**config.mk**
```make
export PLATFORM = sky130hd
export DESIGN_NAME = pift_taint_monitor
export DESIGN_NICKNAME = d
export VERILOG_FILES = /design/src/rtl/pift_taint_monitor.sv
export SDC_FILE = /design/constraint.sdc
export NUM_CORES = 1
export LEC_CHECK = 0
export ABC_AREA = 1
export BUFFER_PORTS_ARGS = -buffer_cell sky130_fd_sc_hd__buf_4
export CAP_MARGIN = 15
export CORE_MARGIN = 3
export CORE_UTILIZATION = 57
export CTS_BUF_LIST = sky130_fd_sc_hd__clkbuf_4 sky130_fd_sc_hd__clkbuf_8
export CTS_CLUSTER_SIZE = 16
export DETAILED_ROUTE_END_ITERATION = 16
export GPL_ROUTABILITY_DRIVEN = 0
export PLACE_DENSITY_LB_ADDON = 0.2
export SLEW_MARGIN = 40
export SYNTH_ARGS = -nofsm -noshare
export SYNTH_HDL_FRONTEND = slang
export SYNTH_SLANG_ARGS = --single-unit
export TNS_END_PERCENT = 5
```
**constraint.sdc**
```tcl
create_clock -name CLK -period 3.62 [get_ports CLK]
set_input_delay 0.362 -clock CLK [delete_from_list [all_inputs] [get_ports CLK]]
set_output_delay 0.362 -clock CLK [all_outputs]
set_load 0.03 [all_outputs]
```
**src/rtl/pift_taint_monitor.sv**
```systemverilog
// Taint monitor beside SOC_TOP: registered taint count/peak, first-taint timestamp, threshold trigger
// and an event FIFO of newly tainted sources. Macro PIFT_MON_FALL_EN also logs falling-edge events.
module pift_taint_monitor #(
    parameter int N_SRC  = 16,
    parameter int CNT_W  = 5,
    parameter int TS_W   = 32,
    parameter int DEPTH  = 8,
    parameter int DROP_W = 16
) (
    input  logic              CLK,
    input  logic              reset,
    input  logic              enable,
    input  logic              stop_on_thresh,
    input  logic [CNT_W-1:0]  thresh,
    input  logic [N_SRC-1:0]  taint_sum,
    output logic              ev_valid,
    input  logic              ev_ready,
    output logic [N_SRC-1:0]  ev_mask,
    output logic [TS_W-1:0]   ev_ts,
    output logic              ev_fall,
    output logic [CNT_W-1:0]  taint_count,
    output logic [CNT_W-1:0]  taint_peak,
    output logic              first_valid,
    output logic [TS_W-1:0]   first_ts,
    output logic              triggered,
    output logic              overflow,
    output logic [DROP_W-1:0] dropped,
    output logic [1:0]        state
);
    localparam logic [1:0] IDLE = 2'd0;
    localparam logic [1:0] RUN  = 2'd1;
    localparam logic [1:0] STOP = 2'd2;
    localparam int AW = $clog2(DEPTH);

    logic [N_SRC-1:0] clean, prev, rise;
    logic [CNT_W-1:0] pop_cnt;
    logic [TS_W-1:0]  ts;
    logic [1:0]       next_state;
    logic             hit, running;

    logic [N_SRC-1:0] mem_mask [DEPTH];
    logic [TS_W-1:0]  mem_ts   [DEPTH];
    logic [AW:0]      wr_ptr, rd_ptr;
    logic             fifo_full, do_pop, do_push;
    logic             push_req;
    logic [N_SRC-1:0] push_mask;
    logic [TS_W-1:0]  push_ts;
    logic [1:0]       drop_inc;
    logic [DROP_W:0]  drop_sum;

    // Unknown taint bits count as clean; case matching keeps X/Z out of prev and rise.
    always_comb begin
        clean   = '0;
        pop_cnt = '0;
        for (int i = 0; i < N_SRC; i++) begin
            case (taint_sum[i])
                1'b1:    clean[i] = 1'b1;
                default: clean[i] = 1'b0;
            endcase
            pop_cnt = pop_cnt + CNT_W'(clean[i]);
        end
    end

    assign rise      = clean & ~prev;
    assign running   = (state == RUN);
    assign hit       = (thresh != '0) && (pop_cnt >= thresh);
    assign ev_valid  = (wr_ptr != rd_ptr);
    assign fifo_full = (wr_ptr[AW-1:0] == rd_ptr[AW-1:0]) && (wr_ptr[AW] != rd_ptr[AW]);
    assign do_pop    = ev_valid && ev_ready;
    assign do_push   = push_req && (!fifo_full || do_pop);
    assign ev_mask   = ev_valid ? mem_mask[rd_ptr[AW-1:0]] : '0;
    assign ev_ts     = ev_valid ? mem_ts[rd_ptr[AW-1:0]] : '0;
    assign drop_sum  = {1'b0, dropped} + {{(DROP_W-1){1'b0}}, drop_inc};

`ifdef PIFT_MON_FALL_EN
    logic [N_SRC-1:0] fall, hold_mask;
    logic [TS_W-1:0]  hold_ts;
    logic             hold_valid, hold_load, hold_drain, fall_drop, push_fall;
    logic             mem_fall [DEPTH];

    assign fall = ~clean & prev;

    // A rise always goes straight to the FIFO; a fall that cannot go this cycle waits in the hold slot.
    always_comb begin
        push_req   = 1'b0;
        push_mask  = rise;
        push_ts    = ts;
        push_fall  = 1'b0;
        hold_load  = 1'b0;
        hold_drain = 1'b0;
        fall_drop  = 1'b0;
        if (running) begin
            if (rise != '0) begin
                push_req = 1'b1;
                if (fall != '0) begin
                    if (hold_valid) fall_drop = 1'b1;
                    else            hold_load = 1'b1;
                end
            end else if (hold_valid) begin
                push_req   = 1'b1;
                push_mask  = hold_mask;
                push_ts    = hold_ts;
                push_fall  = 1'b1;
                hold_drain = 1'b1;
                hold_load  = (fall != '0);
            end else if (fall != '0) begin
                push_req  = 1'b1;
                push_mask = fall;
                push_fall = 1'b1;
            end
        end
    end

    assign drop_inc = {1'b0, push_req && !do_push} + {1'b0, fall_drop};
    assign ev_fall  = ev_valid && mem_fall[rd_ptr[AW-1:0]];

    always_ff @(posedge CLK or posedge reset) begin
        if (reset) begin
            hold_valid <= 1'b0;
            hold_mask  <= '0;
            hold_ts    <= '0;
        end else if (hold_load) begin
            hold_valid <= 1'b1;
            hold_mask  <= fall;
            hold_ts    <= ts;
        end else if (hold_drain) begin
            hold_valid <= 1'b0;
        end
    end

    always_ff @(posedge CLK) begin
        if (do_push) mem_fall[wr_ptr[AW-1:0]] <= push_fall;
    end
`else
    assign push_req  = running && (rise != '0);
    assign push_mask = rise;
    assign push_ts   = ts;
    assign drop_inc  = {1'b0, push_req && !do_push};
    assign ev_fall   = 1'b0;
`endif

    always_comb begin
        next_state = IDLE;
        case (state)
            IDLE: next_state = enable ? RUN : IDLE;
            RUN: begin
                if (!enable)                   next_state = IDLE;
                else if (hit && stop_on_thresh) next_state = STOP;
                else                           next_state = RUN;
            end
            STOP:    next_state = enable ? STOP : IDLE;
            default: next_state = IDLE;
        endcase
    end

    // Storage is not reset; the read side is masked by ev_valid.
    always_ff @(posedge CLK) begin
        if (do_push) begin
            mem_mask[wr_ptr[AW-1:0]] <= push_mask;
            mem_ts[wr_ptr[AW-1:0]]   <= push_ts;
        end
    end

    always_ff @(posedge CLK or posedge reset) begin
        if (reset) begin
            state       <= IDLE;
            ts          <= '0;
            prev        <= '0;
            taint_count <= '0;
            taint_peak  <= '0;
            first_valid <= 1'b0;
            first_ts    <= '0;
            triggered   <= 1'b0;
            overflow    <= 1'b0;
            dropped     <= '0;
            wr_ptr      <= '0;
            rd_ptr      <= '0;
        end else begin
            state       <= next_state;
            prev        <= clean;
            taint_count <= pop_cnt;
            if (pop_cnt > taint_peak) taint_peak <= pop_cnt;
            if (running) begin
                ts <= ts + TS_W'(1);
                if (clean != '0 && !first_valid) begin
                    first_valid <= 1'b1;
                    first_ts    <= ts;
                end
                if (hit) triggered <= 1'b1;
            end
            if (do_push) wr_ptr <= wr_ptr + (AW+1)'(1);
            if (do_pop)  rd_ptr <= rd_ptr + (AW+1)'(1);
            if (drop_inc != 2'd0) begin
                overflow <= 1'b1;
                dropped  <= drop_sum[DROP_W] ? '1 : drop_sum[DROP_W-1:0];
            end
        end
    end
endmodule
```
==> results of run 1 <==
-- per-layer routing --
layer  global-route usage  wire [µm]
met4               0.0911       1310
met5                    0          0
met3               0.0396       3680
met2                0.420      24600
met1                0.370      21400
-- state kept, by name, indices dropped and copies added, names as in the netlist --
register     count
mem_ts         256
mem_mask       128
first_ts        32
push_ts         32
dropped         16
prev            16
taint_count      5
taint_peak       5
rd_ptr           4
wr_ptr           4
state            2
first_valid      1
overflow         1
triggered        1
-- placed cells by master, fill, tap and decap left out, types with 8 or more instances in the layout --
cell | Yosys | routed
dlygate4sd3_1 | 0 | 18
clkinv_2 | 0 | 8
clkinv_1 | 0 | 9
ha_1 | 21 | 20
o22ai_1 | 97 | 96
inv_1 | 158 | 156
o21ai_1 | 14 | 19
dfrtp_1 | 119 | 116
clkbuf_8 | 0 | 91
edfxtp_1 | 384 | 384
nand3_1 | 74 | 71
nor2_4 | 2 | 13
clkbuf_4 | 0 | 31
nand4_1 | 16 | 16
nor2_1 | 353 | 342
xor2_1 | 30 | 30
nor3_1 | 8 | 8
o21ai_0 | 267 | 261
nand2_1 | 228 | 226
buf_4 | 5 | 176
-- cell families after synthesis --
kind of cell / Yosys count / share of synthesized area
simple gates: 692 / 0.133
flops: 503 / 0.685
other cells: 1 / 0.000177
xor+xnor: 37 / 0.0153
buf+inv: 258 / 0.0481
fa+ha+maj: 31 / 0.0219
compound gates: 383 / 0.0966
-- where the power goes --
group          internal, mW  switching (mW)
clock                  2.61            2.11
sequential             7.25           0.361
combinational          2.72            6.04
-- worst min path at each step --
stage,end,cells past startpoint,slack [ns]
finish,state[1]$_DFF_PP0_,3,0.06
global route,state[1]$_DFF_PP0_,3,0.05
CTS,state[1]$_DFF_PP0_,3,0.02
detailed placement,overflow$_DFFE_PP0P_,2,0.46
global placement,overflow$_DFFE_PP0P_,2,0.46
floorplan,prev[0]$_DFF_PP0_,0,0.39
-- worst max-delay path, delay by kind of cell --
family                   cells  cell delay, ns
AO/OA/AOI/OAI                3            0.25
adder cells (fa/ha/maj)      7            2.90
buffers and inverters        4            0.32
AND/OR/NAND/NOR              5            0.53
-- stage by stage --
stage               power [mW]  worst slack, ns  utilization  TNS (ns)  instance area (µm²)
finish                    21.1           -0.294        0.686     -2.00                24800
global route              22.3           -0.380        0.686     -2.91                24800
CTS                       21.2           -0.199        0.686     -1.29                24700
detailed placement        16.2           -0.929        0.635     -7.00                22900
global placement          15.9           -0.794        0.633     -5.99                22800
floorplan                 13.1           -0.506            -    -34.95                21200
-- cell type report --
type | count | area (µm²)
sequential | 503 | 14500
fill | 2637 | 11300
multi-input combinational | 1145 | 5800
timing repair buffer | 203 | 1660
clock buffer | 122 | 1490
inverter | 163 | 622
tap | 461 | 577
clock inverter | 21 | 104
-- repair_timing --
action | in CTS | in global routing
cloned | 1 | 0
resized for setup | 12 | 3
hold buffers | 18 | 0
buffers inserted | 2 | 0
endpoints found under the hold margin | 110 | 0
pin swaps | 8 | 4
setup endpoints to repair | 19 | 19
==> results.cfg, run 1 <==
[run_status]
status = complete, but fails checks
violations = negative setup slack

[critical_path]
reg2reg_from = prev[2]$_DFF_PP0_
crit_fanout = 5
rr_worst_depth = 11
ff2ff_setup_slack_ns = 0.52
crit_end = taint_peak[2]$_DFFE_PP0N_
end_kind = flip-flop
crit_slowest_cell = fa_2
max_stage_delay_ns = 0.56
critPathRequiredTime_ns = 4.08
rr_endpoint = mem_mask[2][11]$_DFFE_PP_
critical_path_class = in2reg
critPathLaunchType = input pin
critPathMostFrequentCell = fa_2
worstSetupStartpoint = taint_sum[0]
crit_chain = buf_4 -> fa_1 -> inv_1 -> fa_2 -> fa_2 -> fa_1 -> inv_1 -> ha_2 -> fa_2 -> nand2_2 -> a21oi_2 -> ha_1 -> nand2_1 -> inv_2 -> nand3_4 -> nor2_4 -> o22ai_4 -> nand2_1 -> o21ai_1
cp.arrival_ns = 4.38

[timing]
period_minus_slack_ns = 3.91
finalHoldViolations = 0
finalCritPeriodShare = 1.08
skew_ns = 0.0342
max_freq_mhz = 256
fin_ws_ns = -0.294
worst_pin_slew_ns = 0.843
slew_headroom = 0.438
grt_setup_unrepaired = true
hold_ws_ns = 0.0578
slew_violations = 0
finalSetupViolCount = 8

[synth]
ys.flop_type = edfxtp_1
synthCells = 1905
postSynth.asyncResetShare = 0.237
ys_seq_area_frac = 0.685
yosysMostFrequentCell = edfxtp_1
yosys_warnings = 0
netlist_area_um2 = 21200
yosysTopAreaCellShare = 0.545
synthTopCellsByArea = edfxtp_1 54%, dfrtp_1 14%, o21ai_0 6.3%
syn_nets = 1962
yosysUniqueCellTypes = 36
syn_avg_cell_area_um2 = 11.1
synth.largest_area_cell = edfxtp_1
synth_edf_count = 384
synth_seq_cells = 503
synthTopCellsByCount = 384 x edfxtp_1, 353 x nor2_1, 267 x o21ai_0

[floorplanning]
start_util = 0.587
fp-row-count = 69
die_w_um = 199
die_h_um = 199
io_pins = 139
die_area_um2 = 39500
core_um2 = 36100

[job]
maxCapViolCount = 0

[cts]
clk_path_buf_depth = 3
cts_buffers = 79
cts.htree.levels = 3
path_clk_slew_ns = 0.06
cts_tree = done
insertion_delay_ns = 0.61
cts_sinks = 503
cts_root_buf = clkbuf_8

[placed_design]
hpwl_um = 28700
placed_cells = 2454
numPortBuffers = 137

[route]
drc = 0
num_vias = 14900
routed_via_density = 5.69
wl_um = 51100
postRouteAntennaNets = 0
first_pass_iters = 8
drt-initial-drc-count = 1207
wl_per_cell_um = 19.5

[power_and_ir_drop]
leakage_nw = 9.64
power_density_nw_per_um2 = 852
irDropWorstVdd_mv = 0.752

[finish]
fin_nets = 2152
syn2layout_area_growth_pct = 17.0
drive_above_1_share = 0.168
layoutNonFillerInstCount = 2618
diodes = 0

[min_path]
hp-start = stop_on_thresh
hold_class = in2reg

[global_route]
grt_pass1_vias = 14700
grt_first_pass_wirelength_um = 79700
antenna_found_initial = 0
grtUsageTotal = 0.261
gr-total-overflow = 0
grt_max_degree = 194
No activity file was read; power rests on OpenSTA's default activity.
==> run 2: changes to the inputs <==
clock period = 3.2 ns   (was 3.62 ns; I/O delays follow)
==> results.cfg, run 2 (synthesized netlist as in run 1, its figures left out) <==
[cts]
cts_buffers = 80
cts_sinks = 503
insertion_delay_ns = 0.62
cts.htree.levels = 3
cts_tree = done
cts_root_buf = clkbuf_8
path_clk_slew_ns = 0.06
clk_path_buf_depth = 3

[floorplanning]
core_um2 = 36100
start_util = 0.587
die_w_um = 199
die_area_um2 = 39500
io_pins = 139
die_h_um = 199
fp-row-count = 69

[critical_path]
crit_chain = buf_4 -> fa_1 -> inv_2 -> fa_1 -> fa_2 -> fa_1 -> inv_2 -> ha_4 -> fa_2 -> nand2_4 -> a21oi_4 -> ha_1 -> nand2_1 -> inv_2 -> nand3_4 -> nor2_4 -> o22ai_4 -> nand2_1 -> o21ai_1
critPathLaunchType = input pin
critical_path_buf_inv_count = 4
max_stage_delay_ns = 0.54
end_kind = flip-flop
crit_family = adder cells
crit_slowest_cell = fa_1
crit_fanout = 5
cp.arrival_ns = 4.31
critical_path_class = in2reg
critPathRequiredTime_ns = 3.69

[global_route]
grt_first_pass_wirelength_um = 78700
grtUsageTotal = 0.259
gr-total-overflow = 0
grt_max_degree = 194
grt_pass1_vias = 14700
antenna_found_initial = 0

[route]
num_vias = 14900
routed_via_density = 5.66
first_pass_iters = 6
drt-initial-drc-count = 1241
drc = 0
postRouteAntennaNets = 0
wl_per_cell_um = 19.4
wl_um = 51000

[finish]
fillers = 2646
syn2layout_area_growth_pct = 17.7
drive_above_1_share = 0.173
diodes = 0
mostFrequentLayoutCells = 384 x edfxtp_1, 341 x nor2_1, 261 x o21ai_0
fin_nets = 2162
final_common_cell = edfxtp_1
largest_register_ff_count = 256

[power_and_ir_drop]
finalPower_mw = 24.2
power_density_nw_per_um2 = 973
irDropWorstVdd_mv = 0.730
leakage_nw = 9.72

[timing]
grt_setup_unrepaired = true
hold_ws_ns = 0.0679
finalCritPeriodShare = 1.19
finalSetupViolCount = 8
fin_ws_ns = -0.619
skew_ns = 0.0170
slew_violations = 0
period_minus_slack_ns = 3.82
max_freq_mhz = 262
worst_pin_slew_ns = 0.870
slew_headroom = 0.420
finalHoldViolations = 0

[min_path]
hold_class = in2reg

[placed_design]
hpwl_um = 28500
numPortBuffers = 137

[run_status]
violations = negative setup slack
status = complete, but fails checks

[job]
maxCapViolCount = 0
## run 2: cell types whose count changed in the layout (fill, tap and decap cells not counted), sizes merged
cell and change:
dlygate4sd3 +1, bufinv +1, clkbuf +5, clkinv -3
clkinvlp -1, buf +8
## run 2: tightest hold or removal path: stages
cell and delay [ns]:
buf_4 0.09, nand2_1 0.11, nand2_1 0.08, nand2_1 0.05
## run 2: final timing paths
check                                       from                        end  slack [ns]  depth (start not counted)
max                                 taint_sum[5]  taint_peak[4]$_DFFE_PP0N_       -0.62                         19
max in group asynchronous                  reset   first_ts[20]$_DFFE_PP0P_        2.21                          4
min in group asynchronous                  reset    first_ts[5]$_DFFE_PP0P_        0.35                          3
max reg2reg                wr_ptr[1]$_DFFE_PP0P_    dropped[15]$_DFFE_PP0P_        0.29                         16
min reg2reg                 overflow$_DFFE_PP0P_       overflow$_DFFE_PP0P_        0.48                          2
min                                     ev_ready      rd_ptr[3]$_DFFE_PP0P_        0.07                          4
## run 2: per-stage QoR
step | instances | setup slack (ns) | setup TNS [ns] | utilization | instance area (µm²)
after floorplan | 1905 | -0.884 | -187.82 | - | 21200
after global placement | 2459 | -1.17 | -9.82 | 0.635 | 22900
after detailed placement | 2459 | -1.32 | -10.99 | 0.635 | 22900
after CTS | 2626 | -0.514 | -3.93 | 0.688 | 24800
after global routing | 2629 | -0.728 | -5.48 | 0.691 | 24900
final | 2629 | -0.619 | -4.67 | 0.691 | 24900
## run 2: per-layer routing
layer  wire [µm]  global-route usage  vias up
met5           0                   0        -
met4        1470              0.0992        0
met3        3440              0.0422      106
met2       24700               0.421      550
met1       21300               0.356     7251
li1            -                   -     6961
## run 2: cell type report
cell class | instances | area, µm² | share of cell area
clock inverter | 18 | 109 | 0.00437
timing repair buffer | 212 | 1730 | 0.0692
tap | 461 | 577 | 0.0231
inverter | 163 | 622 | 0.0250
multi-input combinational | 1145 | 5840 | 0.234
clock buffer | 127 | 1530 | 0.0614
sequential | 503 | 14500 | 0.582
## run 2: power breakdown
group	internal (mW)	switching [mW]
Sequential	8.20	0.399
Clock	3.10	2.40
Combinational	3.24	6.91
## run 2: what timing repair did
item,in CTS,in global routing
cloned,1,0
setup buffers,2,2
endpoints found under the hold margin,99,0
pin swaps,9,11
gates resized for setup,12,10
endpoints found under the setup margin,8,32
hold buffers,19,0
